## src/rtl/filter_stack_router.sv

```systemverilog
// Frame-synchronous output selector for the chained pixel-filter stack.
// Chooses a tap depth from BPM bands and a beat boost; depth changes land only on the chosen tap's start of frame.
module filter_stack_router #(
  parameter int DATA_W           = 8,
  parameter int NUM_STAGES       = 4,
  parameter int BPM_W            = 16,
  parameter logic [(NUM_STAGES-1)*BPM_W-1:0] THRESH = {16'd100, 16'd140, 16'd180},
  parameter int HYST_FRAMES      = 2,
  parameter int BEAT_HOLD_FRAMES = 2
) (
  input  logic                              clk,
  input  logic                              reset,
  input  logic                              enable,
  input  logic [DATA_W-1:0]                 pixel_in,
  input  logic                              pixel_valid_in,
  input  logic                              sof_in,
  input  logic [BPM_W-1:0]                  BPM_estimate,
  input  logic                              beat_detected,
  input  logic [NUM_STAGES*DATA_W-1:0]      stage_pixel,
  input  logic [NUM_STAGES-1:0]             stage_valid,
  input  logic [NUM_STAGES-1:0]             stage_sof,
  output logic [DATA_W-1:0]                 pixel_out,
  output logic                              pixel_valid_out,
  output logic                              sof_out,
  output logic [$clog2(NUM_STAGES+1)-1:0]   active_depth,
  output logic                              depth_change
);

  localparam int DEPTH_W = $clog2(NUM_STAGES + 1);
  localparam int SUM_W   = DEPTH_W + 1;
  localparam int HC_W    = $clog2(HYST_FRAMES + 1);
  localparam int BOOST_W = $clog2(BEAT_HOLD_FRAMES + 1);

  typedef enum logic [1:0] {IDLE, PENDING, RUN} state_t;

  state_t              state, state_nxt;
  logic [DEPTH_W-1:0]  sel_depth, candidate;
  logic [DEPTH_W-1:0]  active_nxt, cand_nxt, target, out_sel;
  logic [HC_W-1:0]     hyst_cnt, hc_nxt, hc_inc;
  logic [BOOST_W-1:0]  boost_cnt;
  logic [SUM_W-1:0]    base, sum;
  logic                muted;
  logic                fe, boosted, trig, commit, out_en, out_fire;

  // Tap 0 is the raw stream; taps 1..NUM_STAGES are the filter outputs.
  logic [DATA_W-1:0]   tap_pixel [NUM_STAGES+1];
  logic [NUM_STAGES:0] tap_valid, tap_sof;

  assign tap_valid    = {stage_valid, pixel_valid_in};
  assign tap_sof      = {stage_sof, sof_in};
  assign tap_pixel[0] = pixel_in;

  for (genvar k = 1; k <= NUM_STAGES; k++) begin : g_tap
    assign tap_pixel[k] = stage_pixel[k*DATA_W-1 -: DATA_W];
  end

  assign fe      = sof_in & pixel_valid_in;
  assign boosted = (beat_detected & enable) | (boost_cnt != '0);
  assign hc_inc  = hyst_cnt + HC_W'(1);

  always_comb begin
    // NOTE: every always_comb output gets a default first so no path leaves it unassigned (no latch).
    base = SUM_W'(1);
    for (int i = 0; i < NUM_STAGES - 1; i++) begin
      if (THRESH[i*BPM_W +: BPM_W] <= BPM_estimate) base = base + SUM_W'(1);
    end
    sum = base + SUM_W'(boosted);
    if (!enable)                          target = '0;
    else if (sum > SUM_W'(NUM_STAGES))    target = DEPTH_W'(NUM_STAGES);
    else                                  target = sum[DEPTH_W-1:0];
  end

  // A pending switch fires on the committed tap's own start of frame; depth 0 reduces to fe.
  assign trig = (state == PENDING) & tap_sof[active_depth] & tap_valid[active_depth];

  always_comb begin
    state_nxt  = state;
    active_nxt = active_depth;
    cand_nxt   = candidate;
    hc_nxt     = hyst_cnt;
    commit     = 1'b0;
    case (state)
      IDLE: begin
        if (fe) begin
          commit     = 1'b1;
          active_nxt = target;
          cand_nxt   = target;
          hc_nxt     = '0;
          state_nxt  = PENDING;
        end
      end
      PENDING, RUN: begin
        if (trig) state_nxt = RUN;
        if (fe) begin
          if (target == active_depth) begin
            hc_nxt = '0;
          end else begin
            if (target == candidate) begin
              hc_nxt = hc_inc;
            end else begin
              cand_nxt = target;
              hc_nxt   = HC_W'(1);
            end
            if (hc_nxt == HC_W'(HYST_FRAMES)) begin
              commit     = 1'b1;
              active_nxt = target;
              hc_nxt     = '0;
              state_nxt  = PENDING;
            end
          end
        end
      end
      default: state_nxt = IDLE;
    endcase
  end

  // Output stays muted from reset until the first selected start of frame.
  assign out_sel  = trig ? active_depth : sel_depth;
  assign out_en   = ~muted | trig;
  assign out_fire = tap_valid[out_sel] & out_en;

  always_ff @(posedge clk or negedge reset) begin
    if (!reset) begin
      state           <= IDLE;
      active_depth    <= '0;
      sel_depth       <= '0;
      candidate       <= '0;
      hyst_cnt        <= '0;
      boost_cnt       <= '0;
      muted           <= 1'b1;
      depth_change    <= 1'b0;
      pixel_out       <= '0;
      pixel_valid_out <= 1'b0;
      sof_out         <= 1'b0;
    end else begin
      // NOTE: sequential state uses non-blocking assignments so every flop samples pre-edge values.
      state        <= state_nxt;
      active_depth <= active_nxt;
      candidate    <= cand_nxt;
      hyst_cnt     <= hc_nxt;
      depth_change <= commit;

      if (beat_detected && enable)       boost_cnt <= BOOST_W'(BEAT_HOLD_FRAMES);
      else if (fe && boost_cnt != '0)    boost_cnt <= boost_cnt - BOOST_W'(1);

      if (trig) begin
        sel_depth <= active_depth;
        muted     <= 1'b0;
      end

      pixel_valid_out <= out_fire;
      sof_out         <= out_fire & tap_sof[out_sel];
      if (out_fire) pixel_out <= tap_pixel[out_sel];
    end
  end

endmodule

```

## config.mk

```make
export PLATFORM = sky130hd
export DESIGN_NAME = filter_stack_router
export DESIGN_NICKNAME = d
export VERILOG_FILES = /design/src/rtl/filter_stack_router.sv
export SDC_FILE = /design/constraint.sdc
export NUM_CORES = 1
export LEC_CHECK = 0
export CAP_MARGIN = 20
export CORE_ASPECT_RATIO = 1.1
export CORE_UTILIZATION = 49
export CTS_BUF_LIST = sky130_fd_sc_hd__clkbuf_16
export CTS_CLUSTER_DIAMETER = 100
export DETAILED_ROUTE_END_ITERATION = 12
export PLACE_DENSITY = 0.82
export SETUP_SLACK_MARGIN = 0.02
export SYNTH_ARGS = -nofsm -noshare
export SYNTH_HDL_FRONTEND = slang
export SYNTH_SLANG_ARGS = --single-unit
```

## constraint.sdc

```tcl
create_clock -name clk -period 5.5 [get_ports clk]
set_clock_uncertainty 0.1 [all_clocks]
set_input_delay 1.1 -clock clk [delete_from_list [all_inputs] [get_ports clk]]
set_output_delay 1.1 -clock clk [all_outputs]
set_load 0.005 [all_outputs]
```

**Yosys cells after proc, flatten, opt, wreduce, memory -nomap -nowiden**

Index checks and enable logic that the tools add are counted.

- Flip-flop bits (word level): 27
- Logic and storage cells: 101
- Input bits: 70

- Muxes and demuxes: 48
- Bitwise logic cells: 10
- Reductions and logical operators: 10
- Magnitude comparators: 7
- Equal/unequal tests: 10
- $add $sub $neg: 5

Operator list:

| cell | number |
|---|---|
| <= comparator 8 x 16 -> 1 bit (first input constant) | 2 |
| two-way mux 2 bit | 16 |
| two-way mux 3 bit | 10 |
| binary-select mux 8 bit (select 3 bit) | 1 |
| <= comparator 7 x 16 -> 1 bit (first input constant) | 1 |
| two-way mux 8 bit | 2 |
| binary-select mux 1 bit (select 3 bit) | 4 |
| case mux 3 bit (2 select lines) | 2 |
| != test 2 bit (second input constant) | 5 |
| AND reduction 5 bit | 2 |
| adder 4 x 1 -> 4 bit (second input constant) | 2 |
| less-than comparator 3 x 4 -> 1 bit (second input constant) | 2 |
| two-way mux 1 bit | 8 |
| two-way mux 4 bit | 2 |
| case mux 2 bit (2 select lines) | 2 |
| bitwise AND 1 bit | 6 |
| == test 3 bit | 2 |
| nonzero test 2 bit | 3 |
| adder 4 x 1 -> 4 bit | 1 |
| == test 2 bit (second input constant) | 2 |
| >= comparator 4 bit (second input constant) | 1 |
| greater-than comparator 4 x 3 -> 1 bit (second input constant) | 1 |
| inverter 3 -> 4 bit | 1 |
| AND reduction 3 bit | 1 |
| other kinds (9) | 11 |

**Logic depth before layout (Yosys ltp)**

Gate-level depths: netlist (run 1).

- Word-level depth: 20
- Mapped depth: 15
- Gate-level depth less buffers: 14

**Least setup slack after synthesis (run 1)**

No wires, ideal clock.

- Path kind: input to register
- Start: in BPM_estimate[8]
- End: reg active_depth[0]
- Setup time: 0.125 ns
- Path slack: 0.932 ns
- Path buffers: 1
- Data arrival time: 4.343 ns
- Data required time: 5.275 ns
- Cell stages on the path: 15
- Path through: nor4_1 > and2_1 > nand2_1 > ha_1 > xor2_1 > ha_1 > ha_1 > clkbuf_1 > inv_1 > nor2_1 > a211oi_2 > a2111o_1 > o311a_4 > a41oi_4 > mux2_4

- Cells in the longest elaborated chain, start to end: 18
- Elaborated cells between the ends (all ways): 27

RTL lines:

| element | line | RTL |
|---|---|---|
| start, declared | 17 | `input logic [BPM_W-1:0] BPM_estimate,` |
| <= comparator 8 x 16 -> 1 bit | 65 | `if (THRESH[i*BPM_W +: BPM_W] <= BPM_estimate) base = base + SUM_W'(1);` |
| two-way mux 2 bit | 65 |  |
| adder 4 x 1 -> 4 bit | 65 |  |
| two-way mux 4 bit | 65 |  |
| adder 4 x 1 -> 4 bit | 65 |  |
| two-way mux 4 bit (*) | 65 |  |
| adder 4 x 1 -> 4 bit (*) | 67 | `sum = base + SUM_W'(boosted);` |
| greater-than comparator 4 x 3 -> 1 bit | 69 | `else if (sum > SUM_W'(NUM_STAGES)) target = DEPTH_W'(NUM_STAGES);` |
| [2 not listed] | -- |  |
| == test 3 bit | 98 | `if (target == candidate) begin` |
| two-way mux 2 bit | 98 |  |
| two-way mux 2 bit | 95 | `if (target == active_depth) begin` |
| two-way mux 2 bit | 94 | `if (fe) begin` |
| two-way mux 2 bit | 82 | `case (state)` |
| == test 2 bit | 104 | `if (hc_nxt == HC_W'(HYST_FRAMES)) begin` |
| != test 2 bit (no line) | -- |  |
| AND reduction 5 bit (no line) | -- |  |
| end signal, assigned | 138 | `active_depth <= active_nxt;` |
| end, declared | 25 | `output logic [$clog2(NUM_STAGES+1)-1:0] active_depth,` |

Every way passes the cells marked *; elsewhere a longest branch is shown, timed or not. The select of a mux whose other input is x is not followed.
A chain may end at the register's enable or synchronous reset.

**Final worst setup path (run 1)**

- Start: in BPM_estimate[8]
- End: reg candidate[2]

- Cells in the longest elaborated chain, start to end: 14
- Elaborated cells between the ends (all ways): 22

RTL lines:

| element | line | RTL |
|---|---|---|
| <= comparator 8 x 16 -> 1 bit | 65 |  |
| two-way mux 2 bit | 65 |  |
| adder 4 x 1 -> 4 bit | 65 |  |
| two-way mux 4 bit | 65 |  |
| adder 4 x 1 -> 4 bit | 65 |  |
| two-way mux 4 bit (*) | 65 |  |
| adder 4 x 1 -> 4 bit (*) | 67 |  |
| greater-than comparator 4 x 3 -> 1 bit | 69 |  |
| two-way mux 3 bit (*) | 69 |  |
| two-way mux 3 bit (*) | 68 | `if (!enable) target = '0;` |
| two-way mux 3 bit | 98 |  |
| two-way mux 3 bit | 95 |  |
| two-way mux 3 bit | 94 |  |
| case mux 3 bit (2 select lines) | 82 |  |
| end signal, assigned | 139 | `candidate <= cand_nxt;` |
| end, declared | 37 | `logic [DEPTH_W-1:0] sel_depth, candidate;` |

Marks and branches as above.

==> results.sh, run 1 <==
export IMPL_outcome="complete, no violations"
export IMPL_power_density_nw_per_um2=361.1
export IMPL_period_minus_slack_ns=5.053
export IMPL_drive_above_1_share_pct=11.66
export IMPL_grt_max_degree=28
export IMPL_synth_distinct_cells=65
export IMPL_switching_share_pct=38.93
export IMPL_reg2reg_from="active_depth[0]"
export IMPL_switching_power_mw=0.4636
export IMPL_grt_overflow=0
export IMPL_totalWireLength_mm=6.335
export IMPL_dieArea_um2=5064
export IMPL_fmax_mhz=197.9
export IMPL_cap_violations=0
export IMPL_tightest_slew_ns=0.7147
export IMPL_final_nets=406
export IMPL_cts_root_buf="clkbuf_16"
export IMPL_synth_edff_count=0
export IMPL_vias=2298
export IMPL_hold_end="hyst_cnt[1]"
export IMPL_leakagePower_nw=1.310
export IMPL_final_util_pct=71.40
export IMPL_first_pass_iters=4
export IMPL_internal_power_mw=0.7273
export IMPL_area_growth_pct=40.74
export IMPL_cts_buffers=3
export IMPL_drc_errors=0
export IMPL_diodes=0
export IMPL_postLayoutCellArea_um2=3298
export IMPL_fp_dieH_um=74.53
export IMPL_dieWidth_um=67.94
export IMPL_critPathMaxFanout=9
export IMPL_ir_drop_uv=217.3
export IMPL_r2r_end="pixel_out[0]"
export IMPL_rsz0062_at_grt="no"
export IMPL_clkSinkCount=27
export IMPL_hold_buffers=0
export IMPL_synth_async_reset_ratio_pct=100.0
export IMPL_finalMaxSlewViolations=0
export IMPL_syn_avg_cell_area_um2=9.565
export IMPL_core_area_um2=4619
export IMPL_hold_ws_ns=0.4005
export IMPL_hold_start="hyst_cnt[1]"
export IMPL_gp_congestion=0.9401
export IMPL_synth_flop_cell="dfrtp_1"
export IMPL_setup_worst_path_end_class="flip-flop"
export IMPL_hold_viol=0
export IMPL_worstSetupStartpointType="input port"
export IMPL_drtIter0Drc=155
export IMPL_htree_levels=1
export IMPL_hp_class="reg2reg"
export IMPL_cts_tree="built"
export IMPL_wl_per_cell_um=16.58
export IMPL_start_util_pct=50.73
export IMPL_setup_tns_ns=0
export IMPL_synth_area_um2=2343
export IMPL_grtUsageTotal_pct=25.11
export IMPL_post_cts_setup_buffer_count=0
export IMPL_fin_crit_sh_pct=91.88
export IMPL_rows=26
export IMPL_reg2reg_slack_ns=2.19
export IMPL_final_cells=382
export IMPL_clk_latency_ns=0.27
export IMPL_synthesis_nets=324
export IMPL_hold_depth=2
export IMPL_ctsResizeCount=0
export IMPL_required_ns=5.55
export IMPL_io_buffers=83
export IMPL_yosys_register_bits=27
export IMPL_antenna_found_initial=0
export IMPL_cp_data_arrival_time_ns=5.10
export IMPL_viasPerCell=6.016
export IMPL_place_hpwl_mm=4.965
export IMPL_rr_worst_depth=7
export IMPL_clockPowerShare_pct=14.2
export IMPL_power_share_combinational_pct=59.4
export IMPL_cts_buffer_depth=2
export IMPL_worstSetupPathType="in2reg"
export IMPL_setup_viol=0
export IMPL_num_io_pins=84
export IMPL_grt_pass1_wl_mm=9.597
export IMPL_placed_area_um2=3216
export IMPL_grt_pass1_vias=2041
export IMPL_synth_cells=245
export IMPL_dpl_cell_count=378
export IMPL_yosysWarnings=0
export IMPL_seq_power_share_pct=26.4
export IMPL_antenna_left=0
export IMPL_fill_cells=363
export IMPL_ys_seq_area_share_pct=28.88
export IMPL_slew_headroom_pct=51.12
export IMPL_clkTransAtPathRegs_ns=0.06
[registers in the layout, summed over array words and instances, names as in the netlist]
register	count
active_depth	3
pixel_valid_out	1
hyst_cnt	2
pixel_out	8
state	2
sof_out	1
depth_change	1
muted	1
candidate	3
sel_depth	3
boost_cnt	2
[cell usage after synthesis (2+ instances only)]
master,count,area [µm²]
nand3_1,12,60.06
ha_1,9,112.6
mux2_4,3,45.04
o221ai_1,9,78.83
o21ai_0,12,60.06
o211ai_1,6,45.04
and2_1,4,25.02
a32o_1,2,20.02
nor3_1,6,30.03
mux2_2,11,123.9
xnor2_1,2,17.52
inv_1,16,60.06
dfrtp_1,26,650.6
a211oi_1,2,15.01
o311ai_0,2,17.52
o21a_1,3,22.52
o31ai_1,2,15.01
buf_2,2,10.01
nor4_1,2,12.51
a31oi_1,3,18.77
nand4_1,9,56.30
buf_4,2,15.01
or3_1,2,12.51
a21o_1,2,15.01
nand3b_1,2,15.01
nor2_1,6,22.52
mux2i_1,20,200.2
nor2b_1,6,37.54
a21oi_1,9,45.04
nand4b_1,2,17.52
nand2_1,15,56.30
clkbuf_1,3,11.26
[critical path: stages]
cell	delay [ns]
clkdlybuf4s50_1	0.40
nor4_1	0.53
and2_1	0.24
nand2_1	0.11
ha_1	0.32
xor2_1	0.16
ha_1	0.22
ha_1	0.30
inv_1	0.20
nor2_1	0.11
a211oi_2	0.30
a21o_1	0.22
o221ai_4	0.20
a31oi_1	0.33
mux2_2	0.38
[layer usage]
layer / up-vias / GRT usage [%] / routed length [µm]
li1: 1124 / - / -
met1: 1092 / 34.19 / 2900
met2: 75 / 40.63 / 3008
met3: 7 / 3.988 / 355
met4: 0 / 7.407 / 71
met5: - / 0 / 0
[how the worst max path moves through the flow]
stage	from	end	slack, ns	depth (start not counted)
floorplan	BPM_estimate[8]	active_depth[0]	0.93	15
global placement	BPM_estimate[8]	active_depth[0]	0.36	15
detailed placement	BPM_estimate[8]	candidate[2]	0.25	15
CTS	BPM_estimate[8]	candidate[2]	0.49	15
global route	BPM_estimate[8]	candidate[2]	0.05	15
finish	BPM_estimate[8]	candidate[2]	0.45	15
[power by group through the flow]
stage                     sequential (mW)  combinational, mW  clock (mW)
after floorplan                     0.314              0.468           0
after global placement              0.315              0.690           0
after detailed placement            0.318              0.701           0
after CTS                           0.315              0.707       0.173
after global routing                0.323              0.770       0.182
final                               0.315              0.707       0.169
[cells in the final DEF, fill, tap and decap left out, types with 4 or more instances in the layout]
master	count
nand4_1	9
nor3_1	6
mux2i_1	20
nand2_1	15
clkdlybuf4s50_1	83
o221ai_1	9
ha_1	9
a21oi_1	9
nor2b_1	6
dfrtp_1	26
inv_1	16
mux2_2	11
nand3_1	12
o211ai_1	6
o21ai_0	12
and2_1	4
nor2_1	6
[final cells by class]
| type | count | area, µm² | area share, % |
|---|---|---|---|
| clock buffer | 3 | 75.07 | 2.276 |
| clock inverter | 1 | 7.507 | 0.2276 |
| inverter | 18 | 70.07 | 2.124 |
| multi-input combinational | 193 | 1560 | 47.31 |
| sequential | 27 | 676.9 | 20.52 |
| tap | 56 | 70.07 | 2.124 |
| timing repair buffer | 84 | 838.3 | 25.42 |
[stage by stage]
step / setup WS [ns] / power, mW
6_report: 0.4465 / 1.191
5_1_grt: 0.04884 / 1.275
4_1_cts: 0.4949 / 1.195
3_5_place_dp: 0.2516 / 1.020
3_3_place_gp: 0.3555 / 1.005
2_1_floorplan: 0.9317 / 0.7820
[cells by family (layout without fill, tap and decap cells)]
group	after synthesis	in the layout	share of synthesized area, %
AND/OR/NAND/NOR	75	75	18.26
AO/OA/AOI/OAI	72	72	26.64
buffers and inverters	25	106	4.538
multiplexers	34	34	15.75
flip-flops	27	27	28.88
adder cells (fa/ha/maj)	9	9	4.805
XOR/XNOR	3	3	1.121
(Power assumes the default switching activity.)
==> inputs of run 2 (changes only) <==
CORE_ASPECT_RATIO = 1.4   (was 1.1)
==> run 2 against run 1 <==
Worst hold slack worse by 0.0058 ns. Die area about the same. Total power about the same. Via count is 2.5% higher. Utilization is 1.1 points higher. Largest cell class unchanged.
==> results.sh, run 2 (synthesis gave the netlist of run 1 again) <==
export IMPL_cap_violations=0
export IMPL_hold_buffers=0
export IMPL_hold_viol=0
export IMPL_use_met2_pct=49.05
export IMPL_dieArea_um2=5067
export IMPL_slew_headroom_pct=57.10
export IMPL_rows=29
export IMPL_cp_cell_sequence="clkdlybuf4s50_1 > nor4_1 > and2_1 > nand2_1 > ha_1 > xor2_1 > ha_1 > ha_1 > inv_1 > nor2_1 > a211oi_2 > a2111o_1 > o311a_4 > a41oi_4 > mux2_4"
export IMPL_cts_buffers=3
export IMPL_first_pass_iters=4
export IMPL_max_stage_delay_ns=0.48
export IMPL_crit_path_start="BPM_estimate[8]"
export IMPL_dieWidth_um=60.45
export IMPL_regArea_um2=676.9
export IMPL_fill_cells=366
export IMPL_leakagePower_nw=1.315
export IMPL_multiInputGateArea_um2=1560
export IMPL_reg2reg_from="active_depth[0]"
export IMPL_totalWireLength_mm=6.321
export IMPL_total_power_mw=1.190
export IMPL_grt_pass1_vias=2435
export IMPL_clk_latency_ns=0.27
export IMPL_vias=2355
export IMPL_fin_crit_sh_pct=89.47
export IMPL_grtUsageTotal_pct=26.72
export IMPL_area_growth_pct=41.38
export IMPL_hp_class="reg2reg"
export IMPL_worstSetupPathType="in2reg"
export IMPL_reg2reg_slack_ns=2.19
export IMPL_outcome="complete, no violations"
export IMPL_path_common_cell="ha_1"
export IMPL_fmax_mhz=203.2
export IMPL_critPathMaxFanout=9
export IMPL_htree_levels=1
export IMPL_layout_common_cells="clkdlybuf4s50_1 (83), dfrtp_1 (26), mux2i_1 (20), inv_1 (16), nand2_1 (15)"
export IMPL_diodes=0
export IMPL_drtIter0Drc=158
export IMPL_fp_dieH_um=83.83
export IMPL_final_nets=407
export IMPL_rsz0062_at_grt="no"
export IMPL_period_minus_slack_ns=4.921
export IMPL_antenna_left=0
export IMPL_drive_above_1_share_pct=11.93
export IMPL_antenna_found_initial=0
export IMPL_wl_per_cell_um=16.25
export IMPL_cts_tree="built"
export IMPL_place_hpwl_mm=5.069
export IMPL_cts_root_buf="clkbuf_16"
export IMPL_ctsResizeCount=0
export IMPL_clkSinkCount=27
export IMPL_rr_worst_depth=7
export IMPL_largest_reg_flops=8
export IMPL_cp_data_arrival_time_ns=4.97
export IMPL_finalMaxSlewViolations=0
export IMPL_use_met3_pct=7.597
export IMPL_core_area_um2=4572
export IMPL_final_common_cell="clkdlybuf4s50_1"
export IMPL_grt_overflow=0
export IMPL_r2r_end="pixel_out[4]"
export IMPL_post_cts_setup_buffer_count=0
export IMPL_regMostFlops="pixel_out"
export IMPL_power_density_nw_per_um2=359.1
export IMPL_cp_slowest_cell="nor4_1"
export IMPL_grt_max_degree=28
export IMPL_final_util_pct=72.47
export IMPL_required_ns=5.55
export IMPL_ir_drop_uv=231.2
export IMPL_gp_congestion=0.9403
export IMPL_setup_worst_path_end_class="flip-flop"
export IMPL_setup_tns_ns=0
export IMPL_viasPerCell=6.054
export IMPL_worstSetupStartpointType="input port"
export IMPL_hold_depth=2
export IMPL_grt_pass1_wl_mm=10.35
export IMPL_tightest_slew_ns=0.6272
export IMPL_start_util_pct=51.26
export IMPL_drc_errors=0
export IMPL_grt_use_met1_pct=27.69
export IMPL_hold_end="hyst_cnt[1]"
export IMPL_setup_viol=0
export IMPL_num_io_pins=84
export IMPL_clkTransAtPathRegs_ns=0.07
export IMPL_cts_buffer_depth=2
export IMPL_hold_start="hyst_cnt[1]"
export IMPL_io_buffers=83
export IMPL_globalRoute_busiestLayer="met2"
[run 2: worst max-delay path, delay by kind of cell]
kind	cells	cell delay [ns]
AO/OA/AOI/OAI	4	0.93
XOR/XNOR	1	0.17
adder cells (fa/ha/maj)	3	0.84
buffers and inverters	2	0.57
multiplexers	1	0.34
AND/OR/NAND/NOR	4	1.03
[run 2: layout make-up]
type / count / share of cell area (%)
sequential: 27 / 20.43
clock buffer: 3 / 2.266
clock inverter: 1 / 0.2266
timing repair buffer: 85 / 25.53
multi-input combinational: 193 / 47.09
tap: 62 / 2.341
inverter: 18 / 2.115
[run 2: routing by layer]
metal | part of all wire [%] | wire [µm] | vias up
met4 | 1.8 | 113 | 0
met3 | 8.5 | 537 | 9
met2 | 54 | 3382 | 103
met1 | 36 | 2287 | 1110
li1 | - | - | 1133
met5 | 0 | 0 | -
[run 2: power breakdown]
group / total, mW / switching (mW) / internal, mW / leakage, nW
Combinational: 0.702 / 0.344 / 0.358 / 0.935
Sequential: 0.316 / 0.0460 / 0.270 / 0.342
Clock: 0.171 / 0.0725 / 0.0990 / 0.0371
[run 2: metrics by stage]
step                      setup slack (ns)  cell area, µm²  std cells  hold WS [ns]
after detailed placement            0.3137            3231        385        0.3877
after floorplan                     0.9317            2344        245        0.3706
after global placement              0.4165            3231        385        0.3879
after global routing                0.2936            3313        389        0.4125
after CTS                           0.5760            3313        389        0.3983
final                               0.5792            3313        389        0.3947
[run 2: worst max path at each step]
stage                      end  slack [ns]  depth (start not counted)
2_1_floorplan  active_depth[0]        0.93                         15
3_3_place_gp   active_depth[2]        0.42                         15
3_5_place_dp   active_depth[0]        0.31                         15
4_1_cts        active_depth[0]        0.58                         15
5_1_grt           candidate[2]        0.29                         15
6_report       active_depth[0]        0.58                         15
==> inputs of run 3 (changes only) <==
==> constraint.sdc (replaced) <==
create_clock -name clk -period 5.5 [get_ports clk]
set_clock_uncertainty 0.1 [all_clocks]
set_input_delay 1.1 -clock clk [delete_from_list [all_inputs] [get_ports clk]]
set_output_delay 1.1 -clock clk [all_outputs]
set_load 0.1 [all_outputs]
==> results of run 3 <==
Same layout as run 2 (identical final DEF). Status: complete, no violations.
Main changes from that run: total power 1.190 mW -> 1.481 mW; worst IR drop on VDD 231.2 µV -> 308.3 µV
